$ cat config.mk
export PLATFORM = sky130hd
export DESIGN_NAME = fetch_unit
export DESIGN_NICKNAME = d
export VERILOG_FILES = /design/src/rtl/fetch_unit.sv
export SDC_FILE = /design/constraint.sdc
export NUM_CORES = 1
export LEC_CHECK = 0
export CORE_AREA = 2 2 88 153
export DETAILED_ROUTE_END_ITERATION = 8
export DIE_AREA = 0 0 90 155
export PLACE_DENSITY = 0.84
export SLEW_MARGIN = 15
export SYNTH_ARGS = -nofsm -noshare
export SYNTH_HDL_FRONTEND = slang
export SYNTH_SLANG_ARGS = --single-unit
$ cat constraint.sdc
create_clock -name clk -period 3 [get_ports clk]
set_input_delay 0.3 -clock clk [delete_from_list [all_inputs] [get_ports clk]]
set_output_delay 0.3 -clock clk [all_outputs]
set_load 0.02 [all_outputs]
$ cat src/rtl/fetch_unit.sv
// Instruction fetch stage: owns the PC, fetches one word at a time over a req/ack
// handshake and hands it to decode, discarding wrong-path fetches on redirect.
module fetch_unit #(
  parameter logic [31:0] RESET_PC = 32'h0000_0000
) (
  input  logic        clk,
  input  logic        rst,
  output logic        imem_req,
  output logic [31:0] imem_addr,
  input  logic        imem_ack,
  input  logic [31:0] imem_rdata,
  output logic        id_valid,
  output logic [31:0] id_instr,
  output logic [31:0] id_pc4,
  input  logic        id_ready,
  input  logic        redirect,
  input  logic [31:0] redirect_pc,
  output logic [31:0] pc
);

  typedef enum logic [1:0] {
    S_FETCH = 2'd0,
    S_HOLD  = 2'd1,
    S_DRAIN = 2'd2
  } state_e;

  state_e      state_q, state_d;
  logic [31:0] pc_q, pc_d;
  logic [31:0] drain_addr_q, drain_addr_d;
  logic        id_valid_q, id_valid_d;
  logic [31:0] id_instr_q, id_instr_d;
  logic [31:0] id_pc4_q, id_pc4_d;
  logic [31:0] pc_plus4_s;

  assign pc_plus4_s = pc_q + 32'd4;

  // State register
  always_ff @(posedge clk) begin
    if (rst) begin
      state_q <= S_FETCH;
    end else begin
      state_q <= state_d;
    end
  end

  // Next-state logic; redirect never lets a new instruction into the buffer
  always_comb begin
    state_d = state_q;
    case (state_q)
      S_FETCH: begin
        if (redirect) begin
          state_d = imem_ack ? S_FETCH : S_DRAIN;
        end else if (imem_ack) begin
          state_d = S_HOLD;
        end else begin
          state_d = S_FETCH;
        end
      end
      S_HOLD: begin
        if (redirect || id_ready) begin
          state_d = S_FETCH;
        end else begin
          state_d = S_HOLD;
        end
      end
      S_DRAIN: begin
        if (imem_ack) begin
          state_d = S_FETCH;
        end else begin
          state_d = S_DRAIN;
        end
      end
      default: state_d = S_FETCH;
    endcase
  end

  // Memory request outputs; a drain keeps presenting the abandoned address until acked
  always_comb begin
    imem_req  = 1'b0;
    imem_addr = pc_q;
    case (state_q)
      S_FETCH: begin
        imem_req  = !rst;
        imem_addr = pc_q;
      end
      S_DRAIN: begin
        imem_req  = !rst;
        imem_addr = drain_addr_q;
      end
      S_HOLD: begin
        imem_req  = 1'b0;
        imem_addr = pc_q;
      end
      default: begin
        imem_req  = 1'b0;
        imem_addr = pc_q;
      end
    endcase
  end

  // Datapath next-state: PC, drain address and the decode output buffer
  always_comb begin
    pc_d         = pc_q;
    drain_addr_d = drain_addr_q;
    id_valid_d   = id_valid_q;
    id_instr_d   = id_instr_q;
    id_pc4_d     = id_pc4_q;
    if (redirect) begin
      pc_d       = redirect_pc;
      id_valid_d = 1'b0;
      if ((state_q == S_FETCH) && !imem_ack) begin
        drain_addr_d = pc_q;
      end else begin
        drain_addr_d = drain_addr_q;
      end
    end else begin
      case (state_q)
        S_FETCH: begin
          if (imem_ack) begin
            id_instr_d = imem_rdata;
            id_pc4_d   = pc_plus4_s;
            pc_d       = pc_plus4_s;
            id_valid_d = 1'b1;
          end else begin
            id_valid_d = 1'b0;
          end
        end
        S_HOLD: begin
          if (id_ready) begin
            id_valid_d = 1'b0;
          end else begin
            id_valid_d = 1'b1;
          end
        end
        S_DRAIN: id_valid_d = 1'b0;
        default: id_valid_d = 1'b0;
      endcase
    end
  end

  // Datapath registers
  always_ff @(posedge clk) begin
    if (rst) begin
      pc_q         <= RESET_PC;
      drain_addr_q <= 32'h0000_0000;
      id_valid_q   <= 1'b0;
      id_instr_q   <= 32'h0000_0000;
      id_pc4_q     <= 32'h0000_0000;
    end else begin
      pc_q         <= pc_d;
      drain_addr_q <= drain_addr_d;
      id_valid_q   <= id_valid_d;
      id_instr_q   <= id_instr_d;
      id_pc4_q     <= id_pc4_d;
    end
  end

  assign id_valid = id_valid_q;
  assign id_instr = id_instr_q;
  assign id_pc4   = id_pc4_q;
  assign pc       = pc_q;

endmodule
After elaboration in Yosys (flattened, before gate mapping) --
Index checks and enable logic that the tools add are counted.
Storage, ports and cells: bits in registers 131, bits in latches 0, memory bits (writable) 0, memory bits (read-only) 0, input bits 69, output and inout port bits 130, word-level logic and storage cells 35, memories 0
Cells by class: $add $sub $neg 1, multiply operators 0, div/mod/pow operators 0, order comparisons 0, eq/ne operators 2, shift operators 0, muxes and demuxes 13, bitwise gates (word level) 1, reduce and logical (&&, ||, !) cells 12
Operators with widths (count):
- two-way mux 32 bit | 4
- adder 32 x 3 -> 32 bit (second input constant) | 1
- case mux 2 bit (3 select lines) | 1
- two-way mux 1 bit | 5
- two-way mux 2 bit | 2
- AND reduction 2 bit | 2
- nonzero test 2 bit | 2
- OR reduction 2 bit | 2
- AND reduction 3 bit | 1
- equality test 2 x 1 -> 1 bit (second input constant) | 1
- equality test 2 bit (second input constant) | 1
- zero test 1 bit | 2
- zero test 2 bit | 1
- case mux 1 bit (2 select lines) | 1
- logical AND 1 bit | 1
- logical OR 1 bit | 1
- NOT 1 bit | 1

Longest topological paths before layout --
Gate-level depths: netlist of run 1.
depth after elaboration 4, depth in mapped cells 8, gate-level depth less buffers 6

Worst setup path after synthesis of run 1 --
No wires, ideal clock.
path type reg-to-reg, start point register pc_q[2] (netlist: pc[2]), end point register pc_q[28] (netlist: pc[28]), setup time 115 ps, arrival 1935 ps, required time 2885 ps, slack 951 ps, stages on the path, launching flop included 7, buffers on the path 0, clock period less this slack 2049 ps, cells stage by stage dfxtp_1 > ha_1 > nand4_2 > nor4_2 > nand3_1 > xnor2_1 > o21a_1
On the way: cells in the longest elaborated chain, start to end 4
Ends and longest elaborated chain:
- start, declared | RTL line 28 | logic [31:0] pc_q, pc_d;
- start signal, assigned | RTL line 150 | pc_q <= pc_d;
- adder 32 x 3 -> 32 bit | RTL line 35 | assign pc_plus4_s = pc_q + 32'd4;
- two-way mux 32 bit | RTL line 119 | if (imem_ack) begin
- two-way mux 32 bit | RTL line 117 | case (state_q)
- two-way mux 32 bit | RTL line 108 | if (redirect) begin
No other way between the ends. The select of a mux whose other input is x is not followed. A chain may end at the register's enable or synchronous reset.

Worst setup path in the final report of run 1 --
start point register state_q[0], end point output port imem_addr[13]
On the way: cells in the longest elaborated chain, start to end 2
Ends and longest elaborated chain:
- start, declared | RTL line 27 | state_e state_q, state_d;
- start signal, assigned | RTL line 42 | state_q <= state_d;
- equality test 2 bit | RTL line 81 | case (state_q)
- two-way mux 32 bit | RTL line 81
- end, declared | RTL line 9 | output logic [31:0] imem_addr,
No other way between the ends.

==> out/metrics.cfg, run 1 <==
[synthesis]
yosys_warnings=0
synth_seq_cells=131
synth_flop_cell=dfxtp_1
yosysUniqueCellTypes=50
synth_cells=758
netlist_area_mm2=0.006232
synth.top_cells.by_area=dfxtp_1 (42%), nand2_1 (9.5%), a21oi_1 (7.2%), mux2_2 (4.7%), xnor2_1 (3.4%)
yosysTopAreaCell=dfxtp_1
synth.avg_cell_area_um2=8.222
synth-edff-count=0
yosys.area.top_type_share_pct=42.08
synth_fp_nets=828
ys_seq_area_share_pct=42.08
synthArstFlopShare_pct=0

[placement]
place_ws_ns=0.5829
dp_hpwl_mm=13.49
gp_congestion=0.8403
portBuffers=198
placed_cells=1067

[cts]
postCtsHoldBufs=0
cts_buffers=17
cts.path.max_buffers=2
clkTransAtPathRegs_ns=0.06
clk_latency_ns=0.41
cts_repair_resize_count=0
cts.htree.levels=4
cts.sinks=131
root_buffer=clkbuf_16
cts_tree=yes
post_cts_buffers=0

[die]
num_io_pins=199
core_area_mm2=0.01280
die_w_um=90
initial_core_util_pct=48.69
rows=55
die_area_mm2=0.01395
die_height_um=155

[power_and_ir_drop]
p_per_area_mw_per_mm2=531.1
ir_drop_uv=385.3
p_leak_nw=3.184

[critical_path]
rrSetupSlack_ns=0.55
max_stage_delay_ns=0.54
cpMaxStageDelayCell=clkdlybuf4s50_1
setup.worst_path.end_class=output pin
critPathMaxFanout=21
timing.critical_path.buf_inv=2
path_cells=nand2b_2, buf_12, mux2_2, clkdlybuf4s50_1
crit_type=reg2out
required_ns=2.70
crit_family=buffers and inverters
worst-endpoint-arrival_ns=2.49
critPathLaunchType=register

[sta]
slew_violations=0
grt_setup_unrepaired=no
skew_ns=0.009155
setup_viol_count_final=0
max_slew_margin_pct=50.03
hold_violations=0
min_period_ns=2.791
layout_setup_ws_ns=0.2091
max_freq_mhz=358.3
tightest_slew_ns=0.7496
finalCritPeriodShare_pct=93.03
finalHoldWorstSlack_ns=0.3282
fin_tns_setup_ns=0

[global_route]
use_met2_pct=50.27
grt_usage_pct=26.62
grt_pass1_vias=5808
grt_use_met1_pct=27.66
grt_pass1_wl_mm=29.81
overflow=0
grt_max_degree=67
use_met3_pct=6.586
grt.busiest_layer=met2
antenna_found_initial=0

[final_layout]
instances_no_fill=1100
drive_gt1_share_pct=10.78
final_common_cell=clkdlybuf4s50_1
fillerInstances=1024
syn_to_final_growth_pct=41.70
final_nets=985
seqCellArea_mm2=0.002623
layout_common_cells=clkdlybuf4s50_1 (196), nand2_1 (158), dfxtp_1 (131), a21oi_1 (90), nor2_1 (52)
multi_input_area_mm2=0.003226

[min_path]
hold_class=in2reg

[detailed_routing]
post_drt_wl_per_cell_um=17.20
vias=5982
drtIter0Drc=325
viasPerCell=5.438
drtAntennaViolNets=0
drc=0
drt-pass1-iter-count=4
drt-total-wl_mm=18.93

[run_status]
status=finished clean

[flow_run]
max-cap-violations=0

-- where the power goes --
| group | total (mW) | internal (mW) | switching [mW] | leakage, nW |
|---|---|---|---|---|
| combinational | 0.813 | 0.396 | 0.418 | 1.85 |
| sequential | 1.93 | 1.83 | 0.0985 | 1.07 |
| clock | 1.95 | 1.14 | 0.806 | 0.266 |
-- cell type report --
cell class / count / share of cell area, %
antenna: 1 / 0.02834
clock buffer: 17 / 4.817
clock inverter: 15 / 1.502
inverter: 15 / 0.6376
multi-input combinational: 535 / 36.53
sequential: 131 / 29.70
tap: 171 / 2.423
timing repair buffer: 215 / 24.37
-- path summary, 6_finish.rpt --
check | startpoint | to | cells past startpoint
hold / removal | redirect | pc[6] | 3
hold reg to reg | drain_addr_q[9] | drain_addr_q[9] | 2
setup reg to reg | pc[3] | id_pc4[30] | 6
setup / recovery | state_q[0] | imem_addr[13] | 4
-- registers in the layout, summed over array words and instances (netlist names) --
signal and count:
pc 32, state_q 2, drain_addr_q 32, id_instr 32, id_pc4 32, id_valid 1
-- metrics by stage --
step	instance area [µm²]	total power, mW	utilization (%)
floorplan	6232	2.378	-
global placement	8270	2.759	64.61
detailed placement	8270	2.777	64.61
CTS	8828	4.712	68.97
global route	8828	4.854	68.97
finish	8831	4.690	68.99
-- Yosys cell counts (8+ instances only) --
master and instances:
xor2_1 22, clkbuf_1 50, nand2_1 158, mux2_2 26, xnor2_1 24, inv_1 15
o21a_1 13, nand3_1 15, o21ai_0 10, a211oi_1 20, nand4_1 11, nor2_1 52
nor3_1 9, buf_2 17, mux2i_1 8, nor4_1 10, dfxtp_1 131, a21oi_1 90
-- worst min-delay path, stage by stage --
cell and delay, ns:
buf_2 0.22, nand2_1 0.11, a21oi_1 0.06
-- routing by layer --
layer  share of wire (%)  wire, µm
met4                 3.5       664
met3                 5.6      1061
met5                   0         0
met2                  54     10210
met1                  37      6993
-- logic make-up after synthesis --
kind of cell,Yosys count,synth area share [%]
flops,131,42.08
mux,40,7.067
fa+ha+maj,1,0.2007
xor+xnor,46,6.464
buf+inv,92,6.485
compound gates,149,14.27
simple gates,299,23.43
Power figures use the tool's default switching activity.
==> inputs of run 2 (changes only) <==
Settings changed: CTS_CLUSTER_SIZE set to 16, SLEW_MARGIN 15 to not set.
==> results of run 2 <==
Final layout, timing and power as in run 1 (identical DEF).
==> inputs of run 3 (changes only) <==
Settings changed: ABC_CLOCK_PERIOD_IN_PS set to 3000, PLACE_DENSITY 0.84 to not set, PLACE_DENSITY_LB_ADDON set to 0.3.
==> out/metrics.cfg, run 3 (synthesized netlist as in run 1, its figures left out) <==
[run_status]
status=finished clean

[cts]
cts_repair_resize_count=0
cts.sinks=131
cts_tree=yes
root_buffer=clkbuf_16
clkTransAtPathRegs_ns=0.05
post_cts_buffers=0
postCtsHoldBufs=0
cts.htree.levels=4
cts_buffers=17
cts.path.max_buffers=2
clk_latency_ns=0.41

[final_layout]
fillerInstances=1064
final_common_cell=clkdlybuf4s50_1
final_nets=990
drive_gt1_share_pct=11.25
syn_to_final_growth_pct=42.80
layout_common_cells=clkdlybuf4s50_1 (196), nand2_1 (158), dfxtp_1 (131), a21oi_1 (90), nor2_1 (52)
finalCoreUtilization_pct=69.53
diodes=0

[detailed_routing]
met2WireLength_mm=9.994
drc=0
drtIter0Drc=324
drtAntennaViolNets=0
viasPerCell=5.316
post_drt_wl_per_cell_um=16.62
met1_length_mm=6.866
drt-pass1-iter-count=5
drt-total-wl_mm=18.35
highest_layer=met4
dr_wl_met3_um=957
vias=5869

[power_and_ir_drop]
seqPwrFrac_pct=39.4
p_comb_share_pct=16.7
p_clk_share_pct=43.9
p_switching_mw=1.314
p_leak_nw=3.224
p_sw_share_pct=26.94
ir_drop_uv=435.9
p_int_mw=3.564
p_per_area_mw_per_mm2=548.2

[critical_path]
reg2regPathDepth=6
critPathLaunchType=register
critPathMaxFanout=22
rrSetupSlack_ns=0.65
setup.worst_path.end_class=output pin
path_cells=nand2b_2, buf_12, mux2_2, clkdlybuf4s50_1
worst-endpoint-arrival_ns=2.46
max_stage_delay_ns=0.54
r2r-start=pc[3]
timing.critical_path.to=imem_addr[8]
r2r-end=id_pc4[24]
crit_type=reg2out
crit_path_start=state_q[0]
cpMaxStageDelayCell=clkdlybuf4s50_1
required_ns=2.70

[die]
num_io_pins=199
rows=55
initial_core_util_pct=48.69
die_height_um=155
die_area_mm2=0.01395
die_w_um=90
core_area_mm2=0.01280

[sta]
slew_violations=0
finalCritPeriodShare_pct=92.04
min_period_ns=2.761
grt_setup_unrepaired=no
finalHoldWorstSlack_ns=0.1225
setup_viol_count_final=0
hold_violations=0
fin_tns_setup_ns=0
max_freq_mhz=362.1
tightest_slew_ns=0.7507
skew_ns=0.009528
max_slew_margin_pct=49.96

[min_path]
hold_class=in2reg

[flow_run]
max-cap-violations=0

[placement]
dp_hpwl_mm=12.92
portBuffers=198
gp_congestion=0.8632

[global_route]
antenna_found_initial=0
overflow=0
grt_usage_pct=25.95
grt_pass1_wl_mm=29.30
grt_pass1_vias=5776
grt_max_degree=61

==> run 3: changes by cell type in the layout (fill, tap and decap cells not counted), sizes merged <==
cell	delta
clkbuf	+1
buf	+5
diode	-1
clkinv	-3
bufinv	+2
==> run 3: final cells by class <==
class	count	area (µm²)	area share [%]
multi-input combinational	535	3226	36.24
timing repair buffer	220	2165	24.32
clock buffer	18	439.2	4.935
inverter	15	56.30	0.6326
clock inverter	14	177.7	1.996
sequential	131	2623	29.47
tap	171	214.0	2.404
==> run 3: worst min path at each step <==
stage	start	to	slack (ns)	cells past startpoint
2_1_floorplan	imem_ack	state_q[1]	0.38	1
3_3_place_gp	drain_addr_q[30]	drain_addr_q[30]	0.44	2
3_5_place_dp	drain_addr_q[29]	drain_addr_q[29]	0.44	2
4_1_cts	redirect	state_q[0]	0.12	2
5_1_grt	redirect	state_q[0]	0.12	2
6_report	redirect	state_q[0]	0.12	2
==> run 3: critical path, delay by kind of cell (launching register included) <==
family | cells | cell delay (ns)
mux | 1 | 0.35
buf+inv | 2 | 0.77
simple gates | 1 | 0.39
flops | 1 | 0.53
==> run 3: per-stage QoR <==
stage / instances / instance area [µm²] / worst slack [ns] / total power [mW]
after floorplan: 758 / 6232 / 0.9508 / 2.378
after global placement: 1072 / 8283 / 0.6739 / 2.759
after detailed placement: 1072 / 8283 / 0.6574 / 2.771
after CTS: 1104 / 8900 / 0.2280 / 4.905
after global routing: 1104 / 8900 / 0.1326 / 5.042
final: 1104 / 8900 / 0.2387 / 4.879
==> run 3: layer usage <==
layer	up-vias	global-route usage (%)
li1	2894	-
met3	33	6.005
met2	191	48.55
met5	-	0
met1	2751	27.94
met4	0	10.40
==> run 3: power by group through the flow <==
stage / combinational [mW] / clock (mW) / sequential (mW)
final: 0.814 / 2.14 / 1.92
after global routing: 0.869 / 2.24 / 1.94
after CTS: 0.817 / 2.17 / 1.92
after detailed placement: 0.813 / 0 / 1.96
after global placement: 0.803 / 0 / 1.96
after floorplan: 0.370 / 0 / 2.01
